### config.mk
export PLATFORM = sky130hd
export DESIGN_NAME = bin2bcd_serial
export DESIGN_NICKNAME = d
export VERILOG_FILES = /design/src/rtl/ssd_pkg.sv /design/src/rtl/bcd_digit_adjust.sv /design/src/rtl/bin2bcd_serial.sv
export SDC_FILE = /design/constraint.sdc
export NUM_CORES = 1
export LEC_CHECK = 0
export ABC_CLOCK_PERIOD_IN_PS = 3020
export CAP_MARGIN = 20
export CORE_MARGIN = 2
export CORE_UTILIZATION = 45
export CTS_CLUSTER_SIZE = 20
export DETAILED_ROUTE_END_ITERATION = 7
export PLACE_DENSITY = 0.75
export SLEW_MARGIN = 40
export SYNTH_ARGS = -nofsm -noshare
export SYNTH_HDL_FRONTEND = slang
export SYNTH_SLANG_ARGS = --single-unit
### constraint.sdc
create_clock -name clk -period 3.02 [get_ports clk]
set_clock_uncertainty 0.05 [all_clocks]
set_input_delay 0.604 -clock clk [delete_from_list [all_inputs] [get_ports clk]]
set_output_delay 0.604 -clock clk [all_outputs]
set_load 0.05 [all_outputs]
### src/rtl/ssd_pkg.sv
// Shared types and BCD constants for the display datapath.
// Pure declarations: no logic, no latency, no flow control.
package ssd_pkg;

  typedef enum logic {
    IDLE  = 1'b0,
    SHIFT = 1'b1
  } state_e;

  localparam logic [3:0] BCD_ADJ_THRESH = 4'd5;
  localparam logic [3:0] BCD_ADJ        = 4'd3;
  localparam logic [3:0] BCD_SAT        = 4'h9;

endpackage

### src/rtl/bcd_digit_adjust.sv
// Single BCD digit pre-shift correction (d>=5 -> d+3).
// Combinational, zero latency, no flow control.
module bcd_digit_adjust
  import ssd_pkg::*;
(
  input  logic [3:0] d_in,
  output logic [3:0] d_out
);

  always_comb begin
    d_out = (d_in >= BCD_ADJ_THRESH) ? (d_in + BCD_ADJ) : d_in;
  end

endmodule

### src/rtl/bin2bcd_serial.sv
// Iterative shift-and-add-3 binary-to-BCD converter, one bit per clock.
// done W cycles after the accepting edge; start ignored while busy, no queuing.
module bin2bcd_serial
  import ssd_pkg::*;
#(
  parameter int W = 14,
  parameter int N = 4
) (
  input  logic           clk,
  input  logic           reset,
  input  logic           start,
  input  logic [W-1:0]   bin,
  output logic           busy,
  output logic           done,
  output logic [N*4-1:0] bcd,
  output logic           overflow
);

  localparam int CW = $clog2(W + 1);

  state_e         state_q, state_d;
  logic [W-1:0]   shreg_q, shreg_d;
  logic [N*4-1:0] acc_q, acc_d;
  logic           ovf_q, ovf_d;
  logic [CW-1:0]  cnt_q, cnt_d;
  logic           done_q, done_d;
  logic [N*4-1:0] bcd_q, bcd_d;
  logic           overflow_q, overflow_d;

  logic [N*4-1:0] acc_adj;

  for (genvar g = 0; g < N; g++) begin : g_adj
    bcd_digit_adjust u_adj (
      .d_in  (acc_q[4*g +: 4]),
      .d_out (acc_adj[4*g +: 4])
    );
  end

  always_comb begin
    state_d    = state_q;
    shreg_d    = shreg_q;
    acc_d      = acc_q;
    ovf_d      = ovf_q;
    cnt_d      = cnt_q;
    done_d     = 1'b0;
    bcd_d      = bcd_q;
    overflow_d = overflow_q;

    case (state_q)
      IDLE: begin
        if (start) begin
          shreg_d = bin;
          acc_d   = '0;
          ovf_d   = 1'b0;
          cnt_d   = CW'(W);
          state_d = SHIFT;
        end
      end
      SHIFT: begin
        // Adjusted top-digit MSB is the decimal carry past digit N-1; keep it sticky.
        acc_d   = {acc_adj[N*4-2:0], shreg_q[W-1]};
        shreg_d = {shreg_q[W-2:0], 1'b0};
        ovf_d   = ovf_q | acc_adj[N*4-1];
        cnt_d   = cnt_q - CW'(1);
        if (cnt_q == CW'(1)) begin
          state_d = IDLE;
          done_d  = 1'b1;
          if (ovf_d) begin
            bcd_d      = {N{BCD_SAT}};
            overflow_d = 1'b1;
          end else begin
            bcd_d      = acc_d;
            overflow_d = 1'b0;
          end
        end
      end
      default: state_d = IDLE;
    endcase
  end

  always_ff @(posedge clk or negedge reset) begin
    if (!reset) begin
      state_q    <= IDLE;
      shreg_q    <= '0;
      acc_q      <= '0;
      ovf_q      <= 1'b0;
      cnt_q      <= '0;
      done_q     <= 1'b0;
      bcd_q      <= '0;
      overflow_q <= 1'b0;
    end else begin
      state_q    <= state_d;
      shreg_q    <= shreg_d;
      acc_q      <= acc_d;
      ovf_q      <= ovf_d;
      cnt_q      <= cnt_d;
      done_q     <= done_d;
      bcd_q      <= bcd_d;
      overflow_q <= overflow_d;
    end
  end

  assign busy     = (state_q == SHIFT);
  assign done     = done_q;
  assign bcd      = bcd_q;
  assign overflow = overflow_q;

endmodule

==> results of run 1 <==
==> placed cells by master, fill, tap and decap left out, types with 5 or more instances in the layout <==
| cell | count |
|---|---|
| a21oi_1 | 16 |
| a31oi_1 | 7 |
| buf_4 | 5 |
| clkbuf_8 | 6 |
| clkdlybuf4s50_1 | 34 |
| dfrtp_1 | 53 |
| ha_1 | 10 |
| inv_1 | 11 |
| mux2i_1 | 29 |
| nand2_1 | 38 |
| nor2_1 | 15 |
| nor3_1 | 5 |
| nor3b_1 | 7 |
| o21ai_0 | 16 |
| o31ai_1 | 8 |
| xnor2_1 | 6 |
==> per-layer routing <==
layer / track usage, % / up-vias
met5: 0 / -
met4: 8.31 / 0
met3: 3.71 / 5
met2: 31.1 / 27
met1: 23.7 / 906
li1: - / 939
==> kinds of logic (layout without fill, tap and decap cells) <==
kind of cell,Yosys count,count (layout)
buffers and inverters,25,60
flip-flops,54,54
multiplexers,33,33
adder cells (fa/ha/maj),10,10
AND/OR/NAND/NOR,71,71
XOR/XNOR,6,6
AO/OA/AOI/OAI,54,54
==> stage by stage <==
| stage | hold WS, ns | std cells | setup slack, ns |
|---|---|---|---|
| after detailed placement | 0.421 | 352 | 0.792 |
| after global routing | 0.231 | 360 | 0.413 |
| after global placement | 0.414 | 352 | 0.802 |
| final | 0.212 | 360 | 0.497 |
| after floorplan | 0.258 | 253 | 1.35 |
| after CTS | 0.204 | 360 | 0.475 |
==> power by group through the flow <==
stage                     combinational [W]  sequential, W  clock [W]
after floorplan                    0.000977        0.00159          0
after global placement              0.00168        0.00130          0
after detailed placement            0.00174        0.00131          0
after CTS                           0.00175        0.00130   0.000610
after global routing                0.00192        0.00135   0.000641
final                               0.00173        0.00130   0.000592
==> flip-flops by register name, indices dropped and copies added (netlist names) <==
| signal | flops |
|---|---|
| busy | 1 |
| shreg_q | 14 |
| done | 1 |
| ovf_q | 1 |
| bcd | 16 |
| overflow | 1 |
| cnt_q | 4 |
| acc_q | 16 |
==> cell type report <==
class	count	area (um2)	area share (%)
Tap cell	72	90.1	2.83
Inverter	12	45.0	1.42
Sequential cell	54	1350	42.5
Clock inverter	2	60.1	1.89
Timing Repair Buffer	40	383	12.0
Clock buffer	6	82.6	2.60
Multi-Input combinational cell	174	1170	36.7
==> how the worst min path moves through the flow <==
stage / to / slack, ns / cells past startpoint
floorplan: acc_q[0] / 0.26 / 0
global placement: bcd[13] / 0.41 / 2
detailed placement: bcd[14] / 0.42 / 2
CTS: shreg_q[10] / 0.20 / 1
global route: busy / 0.23 / 1
finish: shreg_q[11] / 0.21 / 1
==> metrics.txt, run 1 <==
Final nets 314; Leakage 1.47 nW; max-cap violation count 0; status finished clean; r2r startpoint busy; die footprint 6470 um2; RSZ-0062 raised after global routing false; multiplexer share of the synthesized area 12.9%; Mapped Area 2630 um2; Final setup viols 0; die height 80.4 um; post-route ant nets 0; top post-synthesis cells by count 54 x dfrtp_1, 38 x nand2_1, 29 x mux2i_1; largest net degree at the start of global routing 31; Final Hold Viols 0; Post-Syn Instances 253; simple-gate area share of the yosys netlist 11.9%; clock tree buffer depth 2; vias in the first global route 1892; asr flop ratio synth 100%; top layer reached by signal wires met4; CP Cell Sequence clkdlybuf4s50_1; Power Density 1140 nW/um2; largest stage delay on the critical path 0.89 ns; row cnt 27; vias per cell 5.21; global placement routability congestion 0.780; Post-Route Setup TNS 0 ns; Starting Density 47.2%; via count 1877; DRT iter0 DRCs 121; top area cells in the synthesized netlist dfrtp_1 51%, mux2i_1 11%, nand2_1 5.4%; crit path time final 2.52 ns; EDFF count, synth 0; Compound-Gate Fraction of Synth Area 12.8%; Post-Synth XOR/XNOR Area 2.00%; CP Capture Type primary output; area leader, netlist dfrtp_1; Setup crit end busy; Placed Area 3040 um2; WL final 5.30 mm; all-layer global routing usage 18.8%; fraction of layout cells with a size suffix above 1 8.33%; routed length on met1 2.42 mm; syn_area_per_cell 10.4 um2; crit path from busy; synth warn 0; core area 5570 um2; Seq/Total Area, Yosys 51.4%; clk sink count 54; Pint 0.00208 W; H-tree depth 2; Gate power share 47.7%; Worst VDD drop 0.444 mV; Max-slew headroom 64.0%; fmax 0.396 GHz; met3 wire len 149 um; Crit path depth 1; post-synth top area share 51.4%; post-layout util 57.0%; CP Launch Type flip-flop; Pwr Total 0.00362 W; Die Wd 80.4 um; worst-margin pin slew 0.540 ns; Final Cycle Share 83.5%; critical path data arrival time 1.87 ns; main combinational cell family by area after synthesis multiplexers; count of cell types in the netlist 30; R2R setup slack 1.09 ns; detailed-route DRC error count 0; number of antenna violations at the first check in global routing 0; Hold Buf Count CTS 0; TritonCTS buffer count 5; fillcell total 483; Net Sw Power 0.00155 W; Clk pwr share 16.3%; worst min path class in -> async; worst-path maximum fanout 30; Main synth FF type dfrtp_1; sequential share of power 35.9%; drt pass-1 iters 4; Buf/Inv on CP 1; reg2reg path depth 5; TritonCTS clock tree yes; first-pass GRT wire length 9.14 mm; clk slew on worst S/H paths 0.10 ns; Ports 36; met2 wire len 2.64 mm; Area growth syn-to-layout 20.9%; adder-cell share of the synthesized area 4.76%; total grt overflow 0; Resized cells post-CTS 0; I/O Buffers 35; CP max-delay cell clkdlybuf4s50_1; fin area 3180 um2; Final Max Tran Viols 0; switching part of the total 42.7%; critical path's top delay family buffers and inverters; dpl hpwl 3.54 mm; Synth Register Bits 54; most frequent cell after synthesis dfrtp_1; worst-skew pair later-pin latency 0.31 ns; Root Buffer clkbuf_8; reg-to-reg endpoint bcd[4]; wire length per cell 14.7 um; Net Count, Synth 280; CP Class reg -> out; Critical Path RT 2.37 ns; ant diodes 0; Post-CTS Setup Repair Bufs 0
Note: power is estimated with default switching activity, not from simulation.
==> inputs of run 2 (changes only) <==
ABC_CLOCK_PERIOD_IN_PS = 2200   (was 3020)
PLACE_DENSITY = 0.77   (was 0.75)
clock period = 2.2 ns   (was 3.02 ns; I/O delays follow)
==> run 2 against run 1 <==
Against the previous run: sequential cell count is the same; via count shrank 0.11%; sequential share of layout area grew 0.37 points; hold slack gained 0.22 ns; worst setup slack lost 0.28 ns; sequential power grew 35%; critical path type unchanged; largest power group unchanged.
==> metrics.txt, run 2 (same netlist as run 1, synthesis figures left out) <==
Leakage 1.46 nW; fraction of layout cells with a size suffix above 1 8.25%; CP Class reg -> out; critical path's top delay family buffers and inverters; Post-CTS Setup Repair Bufs 0; all-layer global routing usage 18.1%; die height 80.4 um; dpl hpwl 3.56 mm; CP max-delay cell clkdlybuf4s50_1; wire length per cell 13.7 um; via count 1875; Post-Route Setup TNS 0 ns; worst min path class reg -> reg; Final Max Tran Viols 0; worst-margin pin slew 0.548 ns; fmax 0.504 GHz; Multi-input gate area 1170 um2; die footprint 6470 um2; most frequent cells in the layout 53 x dfrtp_1, 38 x nand2_1, 33 x clkdlybuf4s50_1; Area growth syn-to-layout 19.9%; drt pass-1 iters 4; Buf/Inv on CP 1; total grt overflow 0; Fin Hold WS 0.433 ns; Worst VDD drop 0.580 mV; clk sink count 54; Critical Path RT 1.71 ns; commonest non-fill, non-tap cell in the layout dfrtp_1; ant diodes 0; Resized cells post-CTS 0; Power Density 1490 nW/um2; clock tree buffer depth 2; WL final 4.98 mm; Die Wd 80.4 um; clk slew on worst S/H paths 0.10 ns; fillcell total 484; Final Hold Viols 0; first-pass GRT wire length 8.89 mm; TritonCTS clock tree yes; CP Launch Type flip-flop; CP Cell Sequence clkdlybuf4s50_1; Starting Density 47.2%; Root Buffer clkbuf_8; number of antenna violations at the first check in global routing 0; vias in the first global route 1891; critical path data arrival time 1.49 ns; H-tree depth 2; TritonCTS buffer count 5; I/O Buffers 35; largest net degree at the start of global routing 29; detailed-route DRC error count 0; Final nets 317; crit path time final 1.98 ns; status finished clean; row cnt 27; Max-slew headroom 63.3%; worst-skew pair later-pin latency 0.31 ns; CP Capture Type primary output; Register Area 1350 um2; max-cap violation count 0; Ports 36; Final Cycle Share 90.1%; post-route ant nets 0; worst-path maximum fanout 2; DRT iter0 DRCs 115; core area 5570 um2; global placement routability congestion 0.765; Final setup viols 0; largest stage delay on the critical path 0.84 ns; vias per cell 5.17; RSZ-0062 raised after global routing false
==> run 2: power breakdown <==
part           internal, W  total (W)  switching (W)
Combinational     0.000971    0.00240        0.00143
Clock             0.000227   0.000530       0.000303
Sequential         0.00142    0.00176       0.000345
Total              0.00262    0.00470        0.00208
==> run 2: through the flow <==
stage / total power, W / cell area (um2) / util (%) / worst slack (ns) / cells
5_1_grt: 0.00510 / 3150 / 56.5 / 0.175 / 363
3_3_place_gp: 0.00412 / 3060 / 54.9 / 0.480 / 354
2_1_floorplan: 0.00353 / 2630 / - / 0.525 / 253
3_5_place_dp: 0.00421 / 3060 / 54.9 / 0.395 / 354
4_1_cts: 0.00475 / 3150 / 56.5 / 0.214 / 363
6_report: 0.00470 / 3150 / 56.5 / 0.217 / 363
==> run 2: timing repair <==
item | in CTS | in global routing
hold buffers | 1 | 0
hold endpoints to repair | 10 | 0
endpoints found under the setup margin | 0 | 0
==> run 2: worst paths after layout <==
| kind | cells past startpoint | to | startpoint | slack (ns) |
|---|---|---|---|---|
| max | 1 | bcd[0] | bcd[0] | 0.22 |
| min | 2 | shreg_q[10] | shreg_q[9] | 0.43 |
| max reg2reg | 6 | bcd[2] | acc_q[0] | 0.38 |
| min reg2reg | 2 | shreg_q[10] | shreg_q[9] | 0.43 |
| max in group asynchronous | 3 | acc_q[1] | reset | 0.98 |
| min in group asynchronous | 2 | shreg_q[1] | reset | 0.47 |
==> run 2: per-layer routing <==
metal | share of wire [%] | GRT usage, % | vias up
met3 | 2.8 | 4.38 | 9
met2 | 48 | 29.8 | 22
met4 | 2.3 | 6.78 | 0
met5 | 0 | 0 | -
met1 | 47 | 23.3 | 904
li1 | - | - | 940
==> run 2: layout make-up <==
| cell class | count | area share (%) |
|---|---|---|
| inverter | 12 | 1.43 |
| tap | 72 | 2.86 |
| clock buffer | 8 | 2.54 |
| sequential | 54 | 42.9 |
| multi-input combinational | 174 | 37.0 |
| timing repair buffer | 43 | 13.3 |
==> inputs of run 3 (changes only) <==
ABC_CLOCK_PERIOD_IN_PS = 2500   (was 2200)
PLACE_DENSITY = 0.75   (was 0.77)
clock period = 2.5 ns   (was 2.2 ns; I/O delays follow)
==> run 3 against run 2 <==
Against the previous run: critical path depth did not move; hold slack got worse by 0.35 ns; first-iteration DRC count fell by 9.6%; routed wire length fell by 0.12%; die area did not move; worst setup slack improved by 0.24 ns; non-clock buffer count fell by 2; sequential share of layout area fell by 0.085 points; critical path type unchanged; largest power group unchanged.
==> metrics.txt, run 3 (same netlist as run 1, synthesis figures left out) <==
status finished clean; switching part of the total 44.2%; largest stage delay on the critical path 0.81 ns; Final nets 315; worst-margin pin slew 0.514 ns; vias in the first global route 1842; Post-CTS Setup Repair Bufs 0; via count 1847; Area growth syn-to-layout 20.1%; clock tree buffer depth 2; clk sink count 54; Final Max Tran Viols 0; ant diodes 0; commonest non-fill, non-tap cell in the layout dfrtp_1; global placement routability congestion 0.751; TritonCTS buffer count 5; WL final 4.98 mm; DRT iter0 DRCs 104; Ports 36; Crit path depth 1; Buf/Inv on CP 1; crit path time final 2.04 ns; wire length per cell 13.8 um; RSZ-0062 raised after global routing false; CP Cell Sequence clkdlybuf4s50_1; number of antenna violations at the first check in global routing 0; fillcell total 493; fin area 3160 um2; first-pass GRT wire length 8.59 mm; reg2reg path depth 6; crit path from bcd[14]; CP Launch Type flip-flop; largest net degree at the start of global routing 35; drt pass-1 iters 6; fmax 0.489 GHz; Final setup viols 0; vias per cell 5.12; Gate power share 50.8%; Clk pwr share 12.0%; Post-Route Setup TNS 0 ns; core area 5570 um2; Critical Path RT 1.95 ns; die footprint 6470 um2; r2r startpoint acc_q[13]; critical path data arrival time 1.49 ns; critical path's top delay family buffers and inverters; Pint 0.00233 W; die height 80.4 um; worst-skew pair later-pin latency 0.31 ns; CP Class reg -> out; clk slew on worst S/H paths 0.10 ns; Root Buffer clkbuf_8; most frequent cells in the layout 53 x dfrtp_1, 38 x nand2_1, 33 x clkdlybuf4s50_1; detailed-route DRC error count 0; max-cap violation count 0; Resized cells post-CTS 0; Placed Area 3070 um2; Pwr Total 0.00419 W; Die Wd 80.4 um; CP max-delay cell clkdlybuf4s50_1; Starting Density 47.2%; post-route ant nets 0; Worst VDD drop 0.615 mV; Final Hold Viols 0; worst-path maximum fanout 2; worst min path class in -> async; Leakage 1.46 nW; Max-slew headroom 65.6%; Hold Buf Count CTS 0; TritonCTS clock tree yes; sequential share of power 37.2%; dpl hpwl 3.54 mm; Fin Hold WS 0.0873 ns; I/O Buffers 35; Setup crit end bcd[14]; fraction of layout cells with a size suffix above 1 8.65%; all-layer global routing usage 17.4%; H-tree depth 2; Power Density 1330 nW/um2; reg-to-reg endpoint bcd[14]; Net Sw Power 0.00185 W; row cnt 27; total grt overflow 0; R2R setup slack 0.67 ns; CP Capture Type primary output; Final Cycle Share 81.7%
==> run 3: cell types whose count changed in the layout (fill, tap and decap cells not counted) <==
cell / previous run / this run
buf_4: 7 / 5
clkbuf_1: 3 / 1
buf_12: 1 / 2
clkbuf_8: 5 / 6
clkinv_2: 0 / 1
dlygate4sd3_1: 1 / 0
==> run 3: cell type report <==
class                   instances  area (um2)  share of cell area (%)
inverters                      12        45.0                    1.43
clock inverters                 1        5.00                   0.158
clock buffers                   7        86.3                    2.73
multi-input cells             174        1170                    36.9
well taps                      72        90.1                    2.85
flip-flops and latches         54        1350                    42.8
repair buffers                 41         413                    13.1
==> run 3: power by group through the flow <==
stage	sequential (W)	combinational (W)	clock (W)
after CTS	0.00156	0.00216	0.000515
after global routing	0.00162	0.00235	0.000551
final	0.00156	0.00213	0.000501
after floorplan	0.00192	0.00118	0
after global placement	0.00156	0.00208	0
after detailed placement	0.00157	0.00215	0
==> run 3: stage by stage <==
stage	setup slack, ns	utilization [%]	instances
2_1_floorplan	0.825	-	253
3_3_place_gp	0.752	55.0	353
3_5_place_dp	0.670	55.0	353
4_1_cts	0.449	56.7	361
5_1_grt	0.423	56.7	361
6_report	0.457	56.7	361
==> run 3: worst min-delay path by stage <==
stage,startpoint,endpoint,slack (ns),cells past startpoint
5_1_grt,reset,shreg_q[10],0.12,1
4_1_cts,reset,shreg_q[10],0.10,1
2_1_floorplan,reset,acc_q[0],0.15,0
3_5_place_dp,bcd[10],bcd[10],0.42,2
3_3_place_gp,shreg_q[4],shreg_q[5],0.42,2
6_report,reset,shreg_q[10],0.09,1
==> run 3: metal layers <==
| layer | part of all wire (%) | GRT usage [%] | vias to the layer above |
|---|---|---|---|
| li1 | - | - | 942 |
| met4 | 1.6 | 6.61 | 0 |
| met2 | 49 | 29.8 | 17 |
| met3 | 2.0 | 2.70 | 7 |
| met1 | 47 | 22.2 | 881 |
| met5 | 0 | 0 | - |
